## src/rtl/coriolis_stream_ctrl.sv

```systemverilog
// Job-level flow controller around a Coriolis u/v -> un/vn streaming kernel.
// Counts issued and retired elements, gates both handshakes, and flags protocol errors.
module coriolis_stream_ctrl #(
   parameter int CNTW = 16
) (
   input  logic            clk,
   input  logic            rst,
   input  logic            start,
   input  logic [CNTW-1:0] n_elems,
   input  logic            src_valid,
   output logic            src_ready,
   output logic            k_ivalid,
   input  logic            k_iready,
   input  logic            k_ovalid,
   output logic            k_oready,
   output logic            sink_valid,
   input  logic            sink_ready,
   output logic            busy,
   output logic            done,
   output logic [CNTW-1:0] issued,
   output logic [CNTW-1:0] retired,
   output logic            err
);

   typedef enum logic [1:0] {S_IDLE, S_RUN, S_DRAIN, S_FIN} state_t;

   state_t          r_state;
   state_t          w_state_next;
   logic [CNTW-1:0] r_n;
   logic [CNTW-1:0] r_issued;
   logic [CNTW-1:0] r_retired;
   logic [CNTW-1:0] w_issued_next;
   logic [CNTW-1:0] w_retired_next;
   logic            r_err;
   logic            r_seen;
   logic            w_active;
   logic            w_can_issue;
   logic            w_out_en;
   logic            w_issue;
   logic            w_retire;
   logic            w_ovalid_err;
   logic            w_order_err;

   // Gating with rst keeps every handshake quiet while the state register is being reset.
   assign w_active    = ~rst & ((r_state == S_RUN) | (r_state == S_DRAIN));
   assign w_can_issue = ~rst & (r_state == S_RUN) & (r_issued < r_n);
   assign w_out_en    = w_active & (r_retired < r_n);

   assign k_ivalid   = src_valid & w_can_issue;
   assign src_ready  = k_iready & w_can_issue;
   assign sink_valid = k_ovalid & w_out_en;
   assign k_oready   = sink_ready & w_out_en;
   assign busy       = w_active;
   assign done       = ~rst & (r_state == S_FIN);
   assign issued     = r_issued;
   assign retired    = r_retired;
   assign err        = r_err;

   assign w_issue        = src_valid & k_iready & w_can_issue;
   assign w_retire       = k_ovalid & sink_ready & w_out_en;
   assign w_issued_next  = r_issued + CNTW'(w_issue);
   assign w_retired_next = r_retired + CNTW'(w_retire);

   // A stray kernel output is tolerated only before the first job after reset.
   assign w_ovalid_err = k_ovalid & ~w_out_en & ~((r_state == S_IDLE) & ~r_seen);
   assign w_order_err  = w_retire &
                         ((CNTW+1)'(r_retired) >= ((CNTW+1)'(r_issued) + (CNTW+1)'(w_issue)));

   always_comb begin
      w_state_next = r_state;
      case (r_state)
         S_IDLE: begin
            if (start) w_state_next = (n_elems == '0) ? S_FIN : S_RUN;
         end
         S_RUN: begin
            if (w_retired_next == r_n)     w_state_next = S_FIN;
            else if (w_issued_next == r_n) w_state_next = S_DRAIN;
         end
         S_DRAIN: begin
            if (w_retired_next == r_n) w_state_next = S_FIN;
         end
         S_FIN:   w_state_next = S_IDLE;
         default: w_state_next = S_IDLE;
      endcase
   end

   always_ff @(posedge clk) begin
      if (rst) begin
         r_state   <= S_IDLE;
         r_n       <= '0;
         r_issued  <= '0;
         r_retired <= '0;
         r_err     <= 1'b0;
         r_seen    <= 1'b0;
      end else begin
         r_state <= w_state_next;
         if ((r_state == S_IDLE) && start) begin
            r_n       <= n_elems;
            r_issued  <= '0;
            r_retired <= '0;
            r_seen    <= 1'b1;
         end else begin
            r_issued  <= w_issued_next;
            r_retired <= w_retired_next;
         end
         if (w_ovalid_err | w_order_err) r_err <= 1'b1;
      end
   end

endmodule

```

## config.mk

```make
export PLATFORM = sky130hd
export DESIGN_NAME = coriolis_stream_ctrl
export DESIGN_NICKNAME = d
export VERILOG_FILES = /design/src/rtl/coriolis_stream_ctrl.sv
export SDC_FILE = /design/constraint.sdc
export NUM_CORES = 1
export LEC_CHECK = 0
export BUFFER_PORTS_ARGS = -buffer_cell sky130_fd_sc_hd__buf_2
export CAP_MARGIN = 20
export CORE_MARGIN = 3
export CORE_UTILIZATION = 35
export CTS_CLUSTER_DIAMETER = 50
export CTS_CLUSTER_SIZE = 28
export DETAILED_ROUTE_END_ITERATION = 7
export GPL_ROUTABILITY_DRIVEN = 0
export PLACE_DENSITY_LB_ADDON = 0.08
export SLEW_MARGIN = 15
export SYNTH_ARGS = -nofsm -noshare
export SYNTH_HDL_FRONTEND = slang
export SYNTH_SLANG_ARGS = --single-unit
```

## constraint.sdc

```tcl
create_clock -name clk -period 6.6 [get_ports clk]
set_input_delay 0.99 -clock clk [delete_from_list [all_inputs] [get_ports clk]]
set_output_delay 0.99 -clock clk [all_outputs]
set_load 0.02 [all_outputs]
```

Word-level counts from Yosys, hierarchy flattened. Cells that the tools add are included.

Memories kept: 0. ROM bits: 0. Output and inout bits: 39. Memory bits (writable): 0. Latch bits: 0. Bits in registers: 52. Word-level logic and storage cells: 54.

Divide/modulo/power cells: 0. Reductions and logical operators: 5. Add/subtract/negate cells: 3. Muxes and demuxes: 6. Shift-type cells: 0. Bitwise operators: 23. $lt $le $gt $ge: 3. Equality and inequality tests: 8. Multipliers: 0.

Operator list (count): $add A16 B1 Y16 (2); $eq A16 B16 Y1 (2); $lt A16 B16 Y1 (2); $add A16 B1 Y17 (1); $and A1 B1 Y1 (17); $ge A16 B17 Y1 (1); $logic_not A16 Y1 (1); $mux W2 (5); $pmux W2 S4 (1); $eq A2 B2 Y1 const B (2); $not A1 Y1 (4); $ne A3 B1 Y1 const B (1); $reduce_and A3 Y1 (1); $eq A2 B1 Y1 const B (1); $logic_not A2 Y1 (1); $ne A2 B1 Y1 const B (1); $ne A2 B2 Y1 const B (1); $or A1 B1 Y1 (2); $reduce_or A2 Y1 (1); $logic_and A1 B1 Y1 (1).

Depth between registers and ports, before layout. Gate-level depths: netlist (run 1).

Depth in word-level cells: 9. Mapped depth: 23. Depth with buffers taken out: 22.

Least setup slack after synthesis (run 1). OpenSTA, ideal clock, no wires.

Path type: input -> register. Start: in rst. End: reg r_state[1]. Arrival time: 4.764 ns. Setup slack: 1.703 ns. Stages: 15. Cells stage by stage: buf_6 > nor2b_1 > o211ai_1 > o31ai_1 > and3_1 > ha_1 > ha_1 > nand4_4 > or2_2 > xnor3_2 > or4_4 > nor4b_4 > a31oi_1 > a221oi_1 > a311oi_1.

Longest elaborated chain between the ends: 8.

RTL lines: start: declaration (line 7) `input logic rst,`; $not A1 Y1 (*) (line 45) `assign w_active = ~rst & ((r_state == S_RUN) | (r_state == S_DRAIN));`; $and A1 B1 Y1 (*) (line 45); via busy (line 18) `output logic busy,`; $and A1 B1 Y1 (*) (line 47) `assign w_out_en = w_active & (r_retired < r_n);`; $and A1 B1 Y1 (*) (line 60) `assign w_retire = k_ovalid & sink_ready & w_out_en;`; $add A16 B1 Y16 (*) (line 62) `assign w_retired_next = r_retired + CNTW'(w_retire);`; $eq A16 B16 Y1 (*) (line 76, 80); $mux W2, or another cell as far along (line 76) `if (w_retired_next == r_n) w_state_next = S_FIN;`; $pmux W2 S4 or $reduce_and A3 Y1 (tied branches); end signal: assignment (line 96) `r_state <= w_state_next;`; end: declaration (line 27) `state_t r_state;`.

Mark *: on every way through the listed nets, which the timed path passes. The rest lies on a longest branch. A chain may end at the register's enable or synchronous reset.

Worst setup path after layout (run 1).
Start: reg r_n[13]. End: reg r_err (netlist: err).

Longest elaborated chain between the ends: 7.

RTL lines: start: declaration (line 29) `logic [CNTW-1:0] r_n;`; start signal: assignment (line 98) `r_n <= n_elems;`; $lt A16 B16 Y1 (line 46) `assign w_can_issue = ~rst & (r_state == S_RUN) & (r_issued < r_n);`; $and A1 B1 Y1 (line 46); $and A1 B1 Y1 (line 59) `assign w_issue = src_valid & k_iready & w_can_issue;`; $add A16 B1 Y17 (line 67) `((CNTW+1)'(r_retired) >= ((CNTW+1)'(r_issued) + (CNTW+1)'(w_issue)));`; $ge A16 B17 Y1 (line 67); $and A1 B1 Y1 (line 66) `assign w_order_err = w_retire &`; $or A1 B1 Y1 (*) (line 106) `if (w_ovalid_err | w_order_err) r_err <= 1'b1;`; end signal: assignment (line 93) `r_err <= 1'b0;`; end signal: assignment (line 106); end: declaration (line 34) `logic r_err;`.

Every way passes the cells marked *; elsewhere a longest branch is shown, timed or not.

==> out/results.ini, run 1 <==
[sta]
tightest_slew_ps=781.5
maxSlewHeadroom_pct=46.55
drv_slew=0
rsz0062_at_grt=no
hold-worst-slack_ps=461.6
setup_viol=0
clock.fmax_ghz=0.1753
period_needed_ps=5704
fin_tns_setup_ps=0
setup_ws_ps=896.2
fin_crit_sh_pct=86.42
hold_violations=0
fin_skew_ps=4.351

[critical_path]
cp.required_ps=6820
r2r_cells=19
critical_path.top_delay_family=simple AND/OR/NAND/NOR gates
critPathMaxFanout=11
r2r-start=r_n[13]$_SDFFE_PP0P_
reg2reg_slack_ps=900
critical_path.startpoint=r_n[13]$_SDFFE_PP0P_
worstSetupPathType=reg -> reg
path_cells=inv_1 -> ha_1 -> a21oi_1 -> nor2b_1 -> o21ai_0 -> nor4bb_1 -> o21ai_0 -> nor3_1 -> ha_1 -> nand4_1 -> or3_1 -> nor2_1 -> xnor2_1 -> ha_1 -> o2111ai_1 -> nor4_1 -> a2111oi_2 -> maj3_1 -> a211oi_1
critPathSlowestCell=or3_1
critPathMaxStageDelay_ps=560
end_kind=register
crit_cells=19
cp.arrival_ps=5920
crit_buf_inv=1
crit_path_frequent_cell=ha_1
startpoint_type=register

[min_path]
hp-start=r_n[2]$_SDFFE_PP0P_
hold_path.class=reg -> reg
hold_depth=2

[detailed_routing]
ant_nets=0
routedWlPerCell_um=19.06
vias=4364
vias_per_cell=5.559
dr.pass1.iters=5
drc=0
wirelength_mm=14.97
drtIter0Drc=350

[power]
sequentialPowerShare_pct=36.2
cellLeakagePower_nw=2.149
p_int_mw=0.6490
p_sw_mw=0.3967
switching_share_pct=37.94
combPwrFrac_pct=36.0
p_per_area_nw_per_um2=201.1
vdd_drop_max_uv=125.6
p_clk_share_pct=27.8

[yosys]
synth_edf_count=0
synth_cells=568
synth_flop_cell=dfxtp_1
syn_nets=636
synth-seq-cells=52
avgSynthCellArea_um2=8.201
ys_types=83
ys_async_sr_fraction_pct=0
yosysSeqAreaShare_pct=22.35
netlist_area_um2=4658
yosysWarnings=0

[die]
num_io_pins=62
core.rowCount=41
die_h_um=121.4
die_w_um=121.4
die-area_um2=14730
initial_utilization_pct=36.32
core_region_area_um2=12820

[place]
portBuffers=61
dp_slack_ps=989.4
hpwl_mm=11.81

[clock_network]
numCtsBuffers=5
postCtsHoldBufs=0
clk-insertion-delay-late_ps=310
cts_resized=0
post-cts-setup-buffer-count=0
clk_pin_slew_ps=80
cts_root_buffer=clkbuf_16
clock-sinks=52
ctsLongestPathBuffers=2
cts_tree=yes
htreeDepth=2

[layout]
diodes=0
num-nets-final=680
layout-drive-gt1-share_pct=17.29
utilization_pct=40.55
area_growth_pct=11.63

[global_route]
track_usage_pct=20.97
grt_pass1_vias=4274
grt_pass1_wl_mm=23.61
gr-total-overflow=0
grt_max_degree=28
antenna_found_initial=0

[status]
outcome=finished clean

[run]
drv_cap=0

Yosys cell counts (4+ instances only):
cell type,number,area share (%)
nand2_1,54,4.4
dfxtp_1,52,22
nor2_1,49,3.9
ha_1,45,12
inv_1,35,2.8
xnor2_1,32,6.0
a21oi_1,31,3.3
xor2_1,18,3.4
o21ai_0,16,1.7
nand4_1,14,1.9
nor3_1,14,1.5
nand3_1,13,1.4
nor4_1,13,1.7
clkbuf_1,10,0.81
and2_1,9,1.2
or3_1,9,1.2
a21o_1,8,1.3
and3_1,8,1.1
nor2b_1,7,0.94
buf_4,6,0.97
nand2b_1,6,0.81
a2111oi_0,5,0.94
buf_2,5,0.54
o211ai_1,5,0.81
a31oi_1,4,0.54
and4_1,4,0.75
buf_6,4,0.97
o2111ai_1,4,0.75
o311ai_0,4,0.75
o31ai_1,4,0.64
metrics by stage:
step	power [mW]	cells	area, um2
after floorplan	0.6425	568	4658
after global placement	0.7571	777	5044
after detailed placement	0.7596	777	5044
after CTS	1.057	785	5200
after global routing	1.120	785	5200
final	1.046	785	5200
power by group through the flow:
stage	clock [mW]	sequential (mW)	combinational, mW
6_report	0.291	0.378	0.377
5_1_grt	0.316	0.382	0.422
4_1_cts	0.303	0.377	0.377
3_5_place_dp	0	0.384	0.375
3_3_place_gp	0	0.384	0.373
2_1_floorplan	0	0.368	0.274
placed cells by master (no fill, tap or decap), types with 14 or more instances in the layout:
master   Yosys  final
buf_2        5     61
xor2_1      18     18
nor3_1      14     14
nor2_1      49     49
nand2_1     54     54
inv_1       35     35
o21ai_0     16     16
nand4_1     14     14
ha_1        45     45
dfxtp_1     52     52
xnor2_1     32     32
a21oi_1     31     31
worst reg2reg max path: cells and delay by family (launching register included):
| family | cells | cell delay (ps) |
|---|---|---|
| XOR/XNOR | 1 | 110 |
| buffers and inverters | 1 | 160 |
| flip-flops | 1 | 510 |
| AO/OA/AOI/OAI | 6 | 1170 |
| AND/OR/NAND/NOR | 7 | 2290 |
| adder cells (fa/ha/maj) | 4 | 1370 |
layer usage:
layer | wire length [um] | up-vias | share of wire [%] | GRT usage, %
met1 | 7124 | 2079 | 48 | 29.05
met4 | 324 | 0 | 2.2 | 5.952
met3 | 717 | 19 | 4.8 | 3.869
met2 | 6799 | 132 | 45 | 33.26
met5 | 0 | - | 0 | 0
li1 | - | 2134 | - | -
final timing paths:
path                          to
min          r_n[2]$_SDFFE_PP0P_
max             err$_SDFFE_PP0P_
min reg2reg  r_n[2]$_SDFFE_PP0P_
max reg2reg     err$_SDFFE_PP0P_
flip-flops by register name (all words and copies together), names as in the netlist:
| register | count |
|---|---|
| err | 1 |
| issued | 16 |
| r_n | 16 |
| r_seen | 1 |
| r_state | 2 |
| retired | 16 |
area by class of cell:
type | count | area, um2
Fill cell | 1341 | 7625
Multi-Input combinational cell | 453 | 3321
Sequential cell | 52 | 1041
Timing Repair Buffer | 65 | 335.3
Tap cell | 172 | 215.2
Clock buffer | 6 | 138.9
Inverter | 35 | 131.4
Clock inverter | 2 | 17.52
kinds of logic (layout without fill, tap and decap cells):
family,count (synthesis),in the layout,share of synthesized area [%]
fa+ha+maj,46,46,12.30
compound gates,112,112,17.06
simple gates,234,234,28.31
mux,4,4,0.8864
xor+xnor,57,57,12.73
flops,52,52,22.35
buf+inv,63,108,6.366
(Power assumes the default switching activity.)
==> run 2: changes to the inputs <==
REMOVE_ABC_BUFFERS = 1   (was default)
==> out/results.ini, run 2 (same netlist as run 1, synthesis figures left out) <==
[critical_path]
critPathMaxFanout=11
cp-endpoint=err$_SDFFE_PP0P_
r2r-start=r_n[13]$_SDFFE_PP0P_
critical_path.startpoint=r_n[13]$_SDFFE_PP0P_
r2r_cells=21
reg2reg_slack_ps=1030
worstSetupPathType=reg -> reg
end_kind=register
cp.arrival_ps=5760
cp.required_ps=6790
r2r_end=err$_SDFFE_PP0P_
startpoint_type=register

[detailed_routing]
vias_per_cell=5.649
drc=0
ant_nets=0
vias=4423
routedWlPerCell_um=19.93
dr.pass1.iters=4
drtIter0Drc=243
wirelength_mm=15.61

[clock_network]
post-cts-setup-buffer-count=0
clk-insertion-delay-late_ps=310
ctsLongestPathBuffers=2
clk_pin_slew_ps=80
cts_root_buffer=clkbuf_16
htreeDepth=2
cts_resized=0
cts_tree=yes
clock-sinks=52
postCtsHoldBufs=0
numCtsBuffers=5

[sta]
period_needed_ps=5569
fin_crit_sh_pct=84.37
clock.fmax_ghz=0.1796
rsz0062_at_grt=no
maxSlewHeadroom_pct=45.93
hold_violations=0
fin_tns_setup_ps=0
fin_skew_ps=7.124
drv_slew=0
tightest_slew_ps=804.2
setup_ws_ps=1031
hold-worst-slack_ps=457.9
setup_viol=0

[status]
outcome=finished clean

[global_route]
grt_pass1_wl_mm=24.45
track_usage_pct=21.96
antenna_found_initial=0
grt_pass1_vias=4368
gr-total-overflow=0
grt_max_degree=28

[power]
cellLeakagePower_nw=2.132
vdd_drop_max_uv=123.7
p_per_area_nw_per_um2=198.7

[die]
initial_utilization_pct=36.32
die-area_um2=14730
die_w_um=121.4
num_io_pins=62
core.rowCount=41
die_h_um=121.4
core_region_area_um2=12820

[layout]
layout_common_cells=buf_2 (61), nand2_1 (54), dfxtp_1 (52), nor2_1 (49), ha_1 (45)
mostFrequentLayoutCell=buf_2
num-nets-final=679
layout-drive-gt1-share_pct=17.02
diodes=0
area_growth_pct=11.15

[place]
hpwl_mm=12.42
dp_slack_ps=862.2
portBuffers=61

[min_path]
hold_path.class=reg -> reg
hold_depth=2

[run]
drv_cap=0

[run 2: cell count changes in the layout (fill, tap and decap cells not counted), sizes merged]
cell	change
buf	-1
clkbuf	-1
clkinvlp	+1
inv	-1
[run 2: through the flow]
step	area, um2	util [%]	total power, mW	std cells
6_report	5177	40.37	1.029	783
3_3_place_gp	5036	39.27	0.7614	776
3_5_place_dp	5036	39.27	0.7631	776
4_1_cts	5177	40.37	1.043	783
2_1_floorplan	4493	-	0.6344	540
5_1_grt	5177	40.37	1.098	783
[run 2: layer usage]
layer  part of all wire [%]  track usage, %  routed length, um
met2                     44           34.34               6882
met3                    5.8           3.683                902
met5                      0               0                  0
met1                     48           30.92               7458
met4                    2.3           6.583                363
[run 2: power breakdown]
group / leakage [nW] / total (mW) / switching (mW) / internal [mW]
Combinational: 1.64 / 0.381 / 0.222 / 0.158
Sequential: 0.422 / 0.376 / 0.0385 / 0.337
Clock: 0.0663 / 0.272 / 0.132 / 0.140
[run 2: worst max-delay path, stage by stage, from the launching register on]
cell	delay, ps
dfxtp_1	460
inv_1	140
ha_1	310
a21oi_1	130
nor2b_1	50
o21ai_0	130
nor4bb_1	310
o21ai_0	230
nor3_1	340
ha_1	340
nand4_1	440
or3_1	540
xnor2_1	170
ha_1	240
or3_1	320
nor4_1	200
a41oi_1	90
o2111ai_1	140
nand2_1	100
a2111oi_2	440
maj3_1	260
a211oi_1	70
[run 2: worst min path at each step]
stage,from,end
6_report,r_n[2]$_SDFFE_PP0P_,r_n[2]$_SDFFE_PP0P_
4_1_cts,r_n[2]$_SDFFE_PP0P_,r_n[2]$_SDFFE_PP0P_
3_5_place_dp,r_n[2]$_SDFFE_PP0P_,r_n[2]$_SDFFE_PP0P_
5_1_grt,r_n[2]$_SDFFE_PP0P_,r_n[2]$_SDFFE_PP0P_
3_3_place_gp,r_n[2]$_SDFFE_PP0P_,r_n[2]$_SDFFE_PP0P_
2_1_floorplan,r_n[2]$_SDFFE_PP0P_,r_n[2]$_SDFFE_PP0P_
[run 2: final cells by class]
type	instances	area (um2)
fillers	1379	7647
well taps	172	215.2
flip-flops and latches	52	1041
clock buffers	5	125.1
repair buffers	64	327.8
multi-input cells	453	3321
clock inverters	2	16.27
inverters	35	131.4
